`config.mk`:
```
export PLATFORM = sky130hd
export DESIGN_NAME = fb_scanout_reader_flat
export DESIGN_NICKNAME = d
export VERILOG_FILES = /design/src/rtl/fb_scanout_reader_if.sv /design/src/rtl/fb_scanout_reader.sv /design/src/flat_wrapper.sv
export SDC_FILE = /design/constraint.sdc
export NUM_CORES = 1
export LEC_CHECK = 0
export CORE_MARGIN = 4
export CORE_UTILIZATION = 55
export CTS_CLUSTER_DIAMETER = 80
export DETAILED_ROUTE_END_ITERATION = 16
export HOLD_SLACK_MARGIN = 0.15
export PLACE_DENSITY_LB_ADDON = 0.25
export SKIP_LAST_GASP = 1
export SLEW_MARGIN = 20
export SYNTH_ARGS = -nofsm -noshare
export SYNTH_HDL_FRONTEND = slang
export SYNTH_SLANG_ARGS = --single-unit
```
`constraint.sdc`:
```
create_clock -name CLK -period 7.4 [get_ports CLK]
set_input_delay 1.48 -clock CLK [delete_from_list [all_inputs] [get_ports CLK]]
set_output_delay 1.48 -clock CLK [all_outputs]
set_load 0.05 [all_outputs]
```
`src/rtl/fb_scanout_reader_if.sv`:
```
// fb_scanout_reader_if: Avalon-MM read bus plus the valid/ready pixel stream of the scanout reader.
interface fb_scanout_reader_if;
    logic [31:0] M_address;
    logic        M_read;
    logic [31:0] M_readdata;
    logic        M_readdatavalid;
    logic        M_waitrequest;
    logic [1:0]  M_response;
    logic [23:0] pix_data;
    logic        pix_valid;
    logic        pix_ready;
    logic        pix_sof;
    logic        pix_eol;
    modport master (
        output M_address, M_read, pix_data, pix_valid, pix_sof, pix_eol,
        input  M_readdata, M_readdatavalid, M_waitrequest, M_response, pix_ready
    );
    modport slave (
        input  M_address, M_read, pix_data, pix_valid, pix_sof, pix_eol,
        output M_readdata, M_readdatavalid, M_waitrequest, M_response, pix_ready
    );
endinterface

```
`src/rtl/fb_scanout_reader.sv`:
```
// fb_scanout_reader: fetches one framebuffer frame over Avalon-MM and streams it out as pixels.
module fb_scanout_reader #(
    parameter int H_RES           = 640,
    parameter int V_RES           = 480,
    parameter int FIFO_DEPTH      = 16,
    parameter int MAX_OUTSTANDING = 8
) (
    input  logic                       CLK,
    input  logic                       RESET,
    input  logic                       frame_start,
    input  logic [31:0]                fb_base,
    fb_scanout_reader_if.master        bus,
    output logic                       busy,
    output logic                       frame_done,
    output logic                       resp_err
);
    localparam int TOTAL = H_RES * V_RES;
    localparam int RW    = $clog2(TOTAL + 1);
    localparam int AW    = $clog2(FIFO_DEPTH);
    localparam int CW    = AW + 1;
    localparam int OW    = $clog2(MAX_OUTSTANDING + 1);
    localparam int XW    = $clog2(H_RES + 1);
    localparam int YW    = $clog2(V_RES + 1);
    localparam int SW    = (CW > OW ? CW : OW) + 1;

    typedef enum logic [1:0] {IDLE, FETCH, DRAIN} state_t;
    state_t state, state_nx;

    logic [31:0]   addr;
    logic [RW-1:0] req_cnt;
    logic [OW-1:0] outst;
    logic [AW-1:0] wp, rp;
    logic [CW-1:0] cnt;
    logic [XW-1:0] px;
    logic [YW-1:0] py;
    logic [23:0]   mem [FIFO_DEPTH];
    logic          start, accept, ret, pop, col_last, row_last;
    logic          unused_hi;

    assign unused_hi = &{1'b0, bus.M_readdata[31:24]};
    assign start     = state == IDLE && frame_start;
    assign accept    = bus.M_read && !bus.M_waitrequest;
    // returns with nothing in flight are stale (e.g. from before a reset) and are dropped
    assign ret       = bus.M_readdatavalid && outst != '0;
    assign pop       = bus.pix_valid && bus.pix_ready;
    assign col_last  = px == XW'(H_RES - 1);
    assign row_last  = py == YW'(V_RES - 1);

    always_ff @(posedge CLK or posedge RESET) begin
        if (RESET) state <= IDLE;
        else       state <= state_nx;
    end

    always_comb begin
        state_nx = state;
        case (state)
            IDLE:    state_nx = frame_start ? FETCH : IDLE;
            FETCH:   state_nx = accept && req_cnt == RW'(TOTAL - 1) ? DRAIN : FETCH;
            DRAIN:   state_nx = frame_done ? IDLE : DRAIN;
            default: state_nx = IDLE;
        endcase
    end

    // credit rule: every request in flight already owns a FIFO slot, so the FIFO cannot overflow
    always_comb begin
        busy       = state != IDLE;
        bus.M_read = state == FETCH && SW'(cnt) + SW'(outst) < SW'(FIFO_DEPTH)
                     && outst < OW'(MAX_OUTSTANDING) && req_cnt < RW'(TOTAL);
        frame_done = state == DRAIN && pop && col_last && row_last;
    end

    always_ff @(posedge CLK or posedge RESET) begin
        if (RESET) begin
            addr     <= '0;
            req_cnt  <= '0;
            outst    <= '0;
            wp       <= '0;
            rp       <= '0;
            cnt      <= '0;
            px       <= '0;
            py       <= '0;
            resp_err <= 1'b0;
        end else begin
            if (start) begin
                addr    <= fb_base;
                req_cnt <= '0;
            end else if (accept) begin
                addr    <= addr + 32'd4;
                req_cnt <= req_cnt + RW'(1);
            end
            outst <= outst + OW'(accept) - OW'(ret);
            cnt   <= cnt + CW'(ret) - CW'(pop);
            if (ret) wp <= wp + AW'(1);
            if (pop) rp <= rp + AW'(1);
            if (ret && bus.M_response != 2'b00) resp_err <= 1'b1;
            if (start) begin
                px <= '0;
                py <= '0;
            end else if (pop) begin
                px <= col_last ? '0 : px + XW'(1);
                py <= !col_last ? py : row_last ? '0 : py + YW'(1);
            end
        end
    end

    always_ff @(posedge CLK) begin
        if (ret) mem[wp] <= bus.M_response == 2'b00 ? bus.M_readdata[23:0] : 24'h0;
    end

    assign bus.M_address = addr;
    assign bus.pix_valid = cnt != '0;
    assign bus.pix_data  = bus.pix_valid ? mem[rp] : 24'h0;
    assign bus.pix_sof   = bus.pix_valid && px == '0 && py == '0;
    assign bus.pix_eol   = bus.pix_valid && col_last;
endmodule

```
`src/flat_wrapper.sv`:
```
// flat-port wrapper written by rule: the top's interface ports become plain ports
module fb_scanout_reader_flat 
#(
    parameter int H_RES           = 640,
    parameter int V_RES           = 480,
    parameter int FIFO_DEPTH      = 16,
    parameter int MAX_OUTSTANDING = 8
)
  (CLK, RESET, frame_start, fb_base, busy, frame_done, resp_err, bus_M_address, bus_M_read, bus_pix_data, bus_pix_valid, bus_pix_sof, bus_pix_eol, bus_M_readdata, bus_M_readdatavalid, bus_M_waitrequest, bus_M_response, bus_pix_ready);
  fb_scanout_reader_if bus_i ();
  input  logic CLK;
  input  logic RESET;
  input  logic frame_start;
  input  logic [31:0] fb_base;
  output logic busy;
  output logic frame_done;
  output logic resp_err;
  output wire logic [$bits(bus_i.M_address)-1:0] bus_M_address;
  output wire logic [$bits(bus_i.M_read)-1:0] bus_M_read;
  output wire logic [$bits(bus_i.pix_data)-1:0] bus_pix_data;
  output wire logic [$bits(bus_i.pix_valid)-1:0] bus_pix_valid;
  output wire logic [$bits(bus_i.pix_sof)-1:0] bus_pix_sof;
  output wire logic [$bits(bus_i.pix_eol)-1:0] bus_pix_eol;
  input wire logic [$bits(bus_i.M_readdata)-1:0] bus_M_readdata;
  input wire logic [$bits(bus_i.M_readdatavalid)-1:0] bus_M_readdatavalid;
  input wire logic [$bits(bus_i.M_waitrequest)-1:0] bus_M_waitrequest;
  input wire logic [$bits(bus_i.M_response)-1:0] bus_M_response;
  input wire logic [$bits(bus_i.pix_ready)-1:0] bus_pix_ready;
  assign bus_M_address = bus_i.M_address;
  assign bus_M_read = bus_i.M_read;
  assign bus_pix_data = bus_i.pix_data;
  assign bus_pix_valid = bus_i.pix_valid;
  assign bus_pix_sof = bus_i.pix_sof;
  assign bus_pix_eol = bus_i.pix_eol;
  assign bus_i.M_readdata = bus_M_readdata;
  assign bus_i.M_readdatavalid = bus_M_readdatavalid;
  assign bus_i.M_waitrequest = bus_M_waitrequest;
  assign bus_i.M_response = bus_M_response;
  assign bus_i.pix_ready = bus_pix_ready;
  fb_scanout_reader #(.H_RES(H_RES), .V_RES(V_RES), .FIFO_DEPTH(FIFO_DEPTH), .MAX_OUTSTANDING(MAX_OUTSTANDING)) u_core (.CLK(CLK), .RESET(RESET), .frame_start(frame_start), .fb_base(fb_base), .bus(bus_i), .busy(busy), .frame_done(frame_done), .resp_err(resp_err));
endmodule
```
### Word level (Yosys, flattened, before mapping)

Memories as Yosys holds them, arrays and structs flattened.
Cells that the tools add are included.

| cells by class | value |
|---|---|
| muxes and demuxes | 19 |
| add/sub/neg operators | 11 |
| equality and inequality tests | 5 |
| reductions and logical operators | 28 |
| div/mod/pow operators | 0 |
| bitwise logic cells | 0 |
| $lt $le $gt $ge | 3 |
| shift operators | 0 |
| multipliers | 0 |

Operator list:

| operator | count |
|---|---|
| two-way mux 32 bit | 2 |
| two-way mux 24 bit | 2 |
| two-way mux 19 bit | 2 |
| two-way mux 9 bit | 4 |
| adder 32 x 3 -> 32 bit, second input constant | 1 |
| two-way mux 10 bit | 3 |
| adder 19 x 1 -> 19 bit, second input constant | 1 |
| equality test 19 bit, second input constant | 1 |
| < comparator 19 bit, second input constant | 1 |
| logical AND 1 bit | 15 |
| adder 10 x 1 -> 10 bit, second input constant | 1 |
| equality test 10 bit, second input constant | 1 |
| logical NOT 10 bit | 1 |
| nonzero test 2 bit | 5 |
| adder 9 x 1 -> 9 bit, second input constant | 1 |
| equality test 9 bit, second input constant | 1 |
| logical NOT 9 bit | 1 |
| adder 4 x 1 -> 4 bit, second input constant | 2 |
| adder 5 x 4 -> 6 bit | 1 |
| < comparator 6 x 5 -> 1 bit, second input constant | 1 |
| one-hot mux 2 bit (3 select lines) | 1 |
| adder 5 x 1 -> 5 bit | 1 |
| nonzero test 5 bit | 1 |
| subtractor 5 x 1 -> 5 bit | 1 |
| 11 further kinds | 15 |

| word-level totals | value |
|---|---|
| RAM bits | 384 |
| memories | 1 |
| memory bits (read-only) | 0 |
| output and inout port bits | 63 |
| flip-flop bits (word level) | 90 |
| logic and storage cells | 77 |
| input port bits | 72 |
| bits in latches | 0 |

Memories:

| memory | words | bits a word | rd ports | clocked after memory_dff | wr ports | RTL line | source |
|---|---|---|---|---|---|---|---|
| u_core.mem | 16 | 24 | 1 | 0 | 1 | fb_scanout_reader.sv:36 | `logic [23:0] mem [FIFO_DEPTH];` |

### Logic depth before layout (Yosys ltp)

| logic depth | value |
|---|---|
| word-level depth | 9 |
| gate-level depth with buffers | 16 |
| depth with buffers taken out | 15 |

### Worst setup path before layout

No wires, ideal clock.

| timing path | value |
|---|---|
| path type | input -> output |
| start | input port bus_pix_ready |
| end | output port frame_done |
| stages | 5 |
| path slack | 2.528 ns |
| required time | 5.920 ns |
| buffers on the path | 1 |
| arrival | 3.392 ns |
| cells stage by stage | nand2_1 -> clkinv_1 -> clkbuf_1 -> nand4_1 -> nor3b_1 |

| on the way | value |
|---|---|
| longest elaborated chain between the ends | 4 |

RTL lines:

| what | RTL line | source |
|---|---|---|
| from (decl) | flat_wrapper.sv:28 | `input wire logic [$bits(bus_i.pix_ready)-1:0] bus_pix_ready;` |
| logical AND 1 bit | fb_scanout_reader.sv:45 | `assign pop = bus.pix_valid && bus.pix_ready;` |
| via u_core.pop | fb_scanout_reader.sv:37 | `logic start, accept, ret, pop, col_last, row_last;` |
| logical AND 1 bit (3 in series) | fb_scanout_reader.sv:69 | `frame_done = state == DRAIN && pop && col_last && row_last;` |
| to (decl) | flat_wrapper.sv:16 | `output logic frame_done;` |

The timed path passes the listed nets, and every way through them passes these cells.

### Final worst setup path

| timing path | value |
|---|---|
| start | register u_core.cnt[2] |
| end | output port frame_done |

| on the way | value |
|---|---|
| longest elaborated chain between the ends | 5 |

RTL lines:

| what | RTL line | source |
|---|---|---|
| from (decl) | fb_scanout_reader.sv:33 | `logic [CW-1:0] cnt;` |
| from (signal assigned) | fb_scanout_reader.sv:92 | `cnt <= cnt + CW'(ret) - CW'(pop);` |
| nonzero test 5 bit | fb_scanout_reader.sv:111 | `assign bus.pix_valid = cnt != '0;` |
| logical AND 1 bit | fb_scanout_reader.sv:45 |  |
| logical AND 1 bit (3 in series) | fb_scanout_reader.sv:69 |  |

No other way between the ends.

==> flow_summary.html <==
<table>
<tr><th>Metric</th><th>Value</th></tr>
<tr><th colspan="2">Worst setup path</th></tr>
<tr><td>Number of cells traversed by the worst register-to-register path</td><td>15</td></tr>
<tr><td>CP required</td><td>about 6000 ps</td></tr>
<tr><td>Cells along the critical path</td><td>inv_1 &gt; ha_1 &gt; or4b_2 &gt; nand2_1 &gt; clkinv_1 &gt; nand4_1 &gt; nor3b_1 &gt; clkdlybuf4s50_1</td></tr>
<tr><td>Worst Setup End Kind</td><td>output port</td></tr>
<tr><td>Largest stage delay, worst path</td><td>1020 ps</td></tr>
<tr><td>Critical path data arrival time</td><td>4310 ps</td></tr>
<tr><td>Critical register-to-register path startpoint</td><td>u_core.cnt[2]</td></tr>
<tr><td>Cell with the largest stage delay on the worst path</td><td>or4b_2</td></tr>
<tr><td>Crit-path max FO</td><td>29</td></tr>
<tr><td>Critical path type</td><td>flop to output port</td></tr>
<tr><td>Family of cells with the greatest summed delay on the critical path</td><td>simple AND/OR/NAND/NOR gates</td></tr>
<tr><td>Reg2Reg Capture Point</td><td>u_core.cnt[4]</td></tr>
<tr><td>Slack of the worst reg-to-reg path</td><td>3070 ps</td></tr>
<tr><td>CP startpoint kind</td><td>flop</td></tr>
<tr><td>Buf/Inv on CP</td><td>3</td></tr>
<tr><td>Logic depth of the worst path, buffers included</td><td>8</td></tr>
<tr><th colspan="2">Routing</th></tr>
<tr><td>Routed wire length</td><td>44,100 um</td></tr>
<tr><td>Remaining routing DRC violations</td><td>0</td></tr>
<tr><td>Met1 layer wirelength in the final routing</td><td>18,300 um</td></tr>
<tr><td>Post-DR vias/cell</td><td>6.13</td></tr>
<tr><td>Number of nets with antenna violations after routing</td><td>0</td></tr>
<tr><td>Per-cell routed wire length</td><td>24.3 um</td></tr>
<tr><td>Met2 WL post-DR</td><td>22,000 um</td></tr>
<tr><td>Top routing layer used</td><td>met4</td></tr>
<tr><td>DRT Pass-1 Iters</td><td>7</td></tr>
<tr><td>Wire length on met3</td><td>~3200 um</td></tr>
<tr><td>Count of routing violations after the opening detailed-route iteration</td><td>937</td></tr>
<tr><td>Total number of vias</td><td>roughly 11,000</td></tr>
<tr><th colspan="2">Synthesis</th></tr>
<tr><td>Cell with the most instances after synthesis</td><td>edfxtp_1</td></tr>
<tr><td>Portion of the post-synthesis area used by sequential elements</td><td>0.690</td></tr>
<tr><td>Unique masters post-synth</td><td>between 50 and 60</td></tr>
<tr><td>Share of async-settable or async-resettable flops after synthesis</td><td>0.190</td></tr>
<tr><td>Synthesized netlist cell count</td><td>1,171</td></tr>
<tr><td>Biggest area consumer among synthesized cells</td><td>edfxtp_1</td></tr>
<tr><td>Post-synth EDFFs</td><td>around 380</td></tr>
<tr><td>Most instantiated flip-flop cell in the synthesis netlist</td><td>edfxtp_1</td></tr>
<tr><td>Netlist Area Pre-Place</td><td>20,000 um^2</td></tr>
<tr><td>Average size of a mapped cell</td><td>17.1 um^2</td></tr>
<tr><td>YS warnings</td><td>0</td></tr>
<tr><td>Number of nets in the synthesized netlist</td><td>1,270</td></tr>
<tr><td>Number of register bits inferred by synthesis</td><td>between 400 and 500</td></tr>
<tr><td>Proportion of netlist area held by the largest area contributor</td><td>0.577</td></tr>
<tr><td>Top cell types by occurrence after synthesis</td><td>edfxtp_1, mux4_2, dfrtp_1</td></tr>
<tr><td>Leading cell types by total area after synthesis</td><td>edfxtp_1, mux4_2, dfrtp_1</td></tr>
<tr><th colspan="2">Outcome</th></tr>
<tr><td>Status</td><td>finished, final reports clean</td></tr>
<tr><th colspan="2">Floorplanning</th></tr>
<tr><td>Overall die width</td><td>199 um</td></tr>
<tr><td>Core Rows</td><td>69</td></tr>
<tr><td>Die footprint</td><td>39,500 um^2</td></tr>
<tr><td>Starting density of the core</td><td>0.559</td></tr>
<tr><td>Ports</td><td>135</td></tr>
<tr><td>Core area</td><td>35,700 um^2</td></tr>
<tr><td>Y dimension of the die</td><td>199 um</td></tr>
<tr><th colspan="2">Hold path</th></tr>
<tr><td>Terminating pin of the worst hold path</td><td>u_core.bus.M_address[1]</td></tr>
<tr><td>Start point of the worst hold path</td><td>u_core.bus.M_address[1]</td></tr>
<tr><td>Cell count of the worst hold path</td><td>2</td></tr>
<tr><td>Tightest Hold Check Type</td><td>flop to flop</td></tr>
<tr><th colspan="2">STA</th></tr>
<tr><td>Number of endpoints failing setup at the final stage</td><td>0</td></tr>
<tr><td>Portion of the clock cycle consumed by the worst path in the final layout</td><td>0.783</td></tr>
<tr><td>Final critical delay including setup and external delays</td><td>5790 ps</td></tr>
<tr><td>Worst-Margin Slew</td><td>between 1000 and 1500 ps</td></tr>
<tr><td>Largest clock skew in the final design</td><td>22.8 ps</td></tr>
<tr><td>Achievable frequency</td><td>173 MHz</td></tr>
<tr><td>Final Hold Vio Count</td><td>0</td></tr>
<tr><td>Worst max-slew margin expressed relative to the limit</td><td>0.322</td></tr>
<tr><td>Max-slew violation count</td><td>0</td></tr>
<tr><td>Final setup TNS</td><td>0 ps</td></tr>
<tr><td>Setup repair after global routing missed its margin</td><td>no</td></tr>
<tr><th colspan="2">Pwr</th></tr>
<tr><td>Max IR drop VDD</td><td>0.316 mV</td></tr>
<tr><td>Leakage power</td><td>about 8.1 nW</td></tr>
<tr><td>Power density over the cells</td><td>a little under 400 nW/um^2</td></tr>
<tr><td>PnR Total Power</td><td>9.04 mW</td></tr>
<tr><th colspan="2">GRT</th></tr>
<tr><td>Total gr overflow</td><td>0</td></tr>
<tr><td>Pin count of the biggest net entering global routing</td><td>82</td></tr>
<tr><td>Number of antenna violations at the first check in global routing</td><td>0</td></tr>
<tr><td>Wire length of the first global-routing pass</td><td>68,000 um</td></tr>
<tr><td>Number of global-route vias before repair</td><td>between 10,000 and 15,000</td></tr>
<tr><td>All-Layer GR Usage</td><td>0.227</td></tr>
<tr><th colspan="2">Clock network</th></tr>
<tr><td>Number of buffers inserted by post-CTS setup repair</td><td>0</td></tr>
<tr><td>Number of buffers added by the clock tree synthesis step</td><td>47</td></tr>
<tr><td>H-tree levels</td><td>2</td></tr>
<tr><td>Number of buffers between clock root and the deepest sink</td><td>3</td></tr>
<tr><td>Number of cells upsized or downsized after cts</td><td>0</td></tr>
<tr><td>Sinks on the clock net</td><td>474</td></tr>
<tr><td>Number of hold-repair buffers added at the cts stage</td><td>0</td></tr>
<tr><td>TritonCTS clock tree</td><td>built</td></tr>
<tr><td>Root buffer selected by CTS</td><td>clkbuf_16</td></tr>
<tr><td>Clk slew on worst S/H paths</td><td>60 ps</td></tr>
<tr><td>Later-pin clock latency in the skew report</td><td>roughly 570 ps</td></tr>
<tr><th colspan="2">Cells and area</th></tr>
<tr><td>Layout Nets</td><td>approximately 1,400</td></tr>
<tr><td>N_diodes</td><td>0</td></tr>
<tr><td>Fraction of final layout cells with drive strength greater than 1</td><td>0.172</td></tr>
<tr><td>Synthesis-to-layout area growth</td><td>17.5%</td></tr>
<tr><td>Filler Cell Count</td><td>between 2,000 and 2,500</td></tr>
<tr><th colspan="2">Placed design</th></tr>
<tr><td>Weighted congestion at the end of routability-driven global placement</td><td>0.813</td></tr>
<tr><td># port buffers</td><td>roughly 130</td></tr>
<tr><td>Detailed Place HPWL</td><td>between 20,000 and 30,000 um</td></tr>
<tr><th colspan="2">Flow run</th></tr>
<tr><td>Number of maximum-capacitance constraint violations</td><td>0</td></tr>
</table>
[layout make-up]
| cell class | count | area [um^2] | area share |
|---|---|---|---|
| sequential | 474 | 13800 | 0.587 |
| multi-input combinational | 614 | 5900 | 0.251 |
| timing repair buffer | 152 | 1470 | 0.0627 |
| clock buffer | 57 | 1210 | 0.0517 |
| tap | 461 | 577 | 0.0246 |
| clock inverter | 30 | 417 | 0.0177 |
| inverter | 29 | 110 | 0.00469 |
[cells by family after synthesis]
group | share of synthesized area
xor gates and xnor gates | 0.0193
muxes | 0.140
DFF | 0.690
AOI/OAI and AO/OA | 0.0299
and+or+nand+nor | 0.0880
adders and majority gates | 0.0177
buffers and inverters | 0.0158
[metal layers]
| metal | up-vias | global-route usage |
|---|---|---|
| li1 | 4895 | - |
| met1 | 5767 | 0.330 |
| met2 | 425 | 0.371 |
| met3 | 50 | 0.0403 |
| met4 | 0 | 0.0451 |
| met5 | - | 0 |
[through the flow]
step                setup WS [ps]  hold slack, ps   util  area, um^2  std cells
floorplan                    2530             467      -       20000       1171
global placement             1930             464  0.611       21800       1730
detailed placement           1880             461  0.611       21800       1730
CTS                          1490             476  0.657       23500       1817
global route                 1330             514  0.657       23500       1817
finish                       1610             473  0.657       23500       1817
[where the power goes]
group / switching (mW) / leakage, nW / total, mW / internal [mW]
Clock: 0.986 / 0.789 / 2.51 / 1.52
Sequential: 0.271 / 4.66 / 3.48 / 3.21
Combinational: 1.71 / 2.65 / 3.05 / 1.34
Total: 2.97 / 8.10 / 9.04 / 6.07
[sequential cells by signal (all words and copies together) (netlist names)]
signal,flops
u_core.mem,384
u_core.bus.M_address,32
u_core.req_cnt,19
u_core.px,10
u_core.py,9
u_core.cnt,5
u_core.outst,4
u_core.rp,4
u_core.wp,4
u_core.state,2
u_core.resp_err,1
[worst min-delay path: cells and delay by family (launching register included)]
| family | cells | cell delay, ps |
|---|---|---|
| flip-flops | 1 | 340 |
| AND/OR/NAND/NOR | 2 | 110 |
[placed cells by master (no fill, tap or decap), types with 9 or more instances in the layout]
cell type and instances:
nor4_1 10, ha_1 25, and4_1 9, and3_1 11, and2_1 73, xor2_1 28
dfrtp_1 87, bufinv_16 10, xnor2_1 16, mux4_2 120, o21ai_0 31, clkbuf_1 10
clkdlybuf4s50_1 126, buf_4 24, clkbuf_16 47, edfxtp_1 384, a21oi_1 15, clkinv_1 12
nor2_1 44, nand4_1 30, nor3_1 13, nand2_1 76, nand3_1 21, inv_1 25
[how the worst max path moves through the flow]
stage	start	endpoint	slack (ps)
floorplan	bus_pix_ready	frame_done	2530
global placement	bus_pix_ready	frame_done	1930
detailed placement	bus_pix_ready	frame_done	1880
CTS	u_core.cnt[2]	frame_done	1490
global route	u_core.cnt[3]	frame_done	1330
finish	u_core.cnt[2]	frame_done	1610
Note: power is estimated with default switching activity, not from simulation.
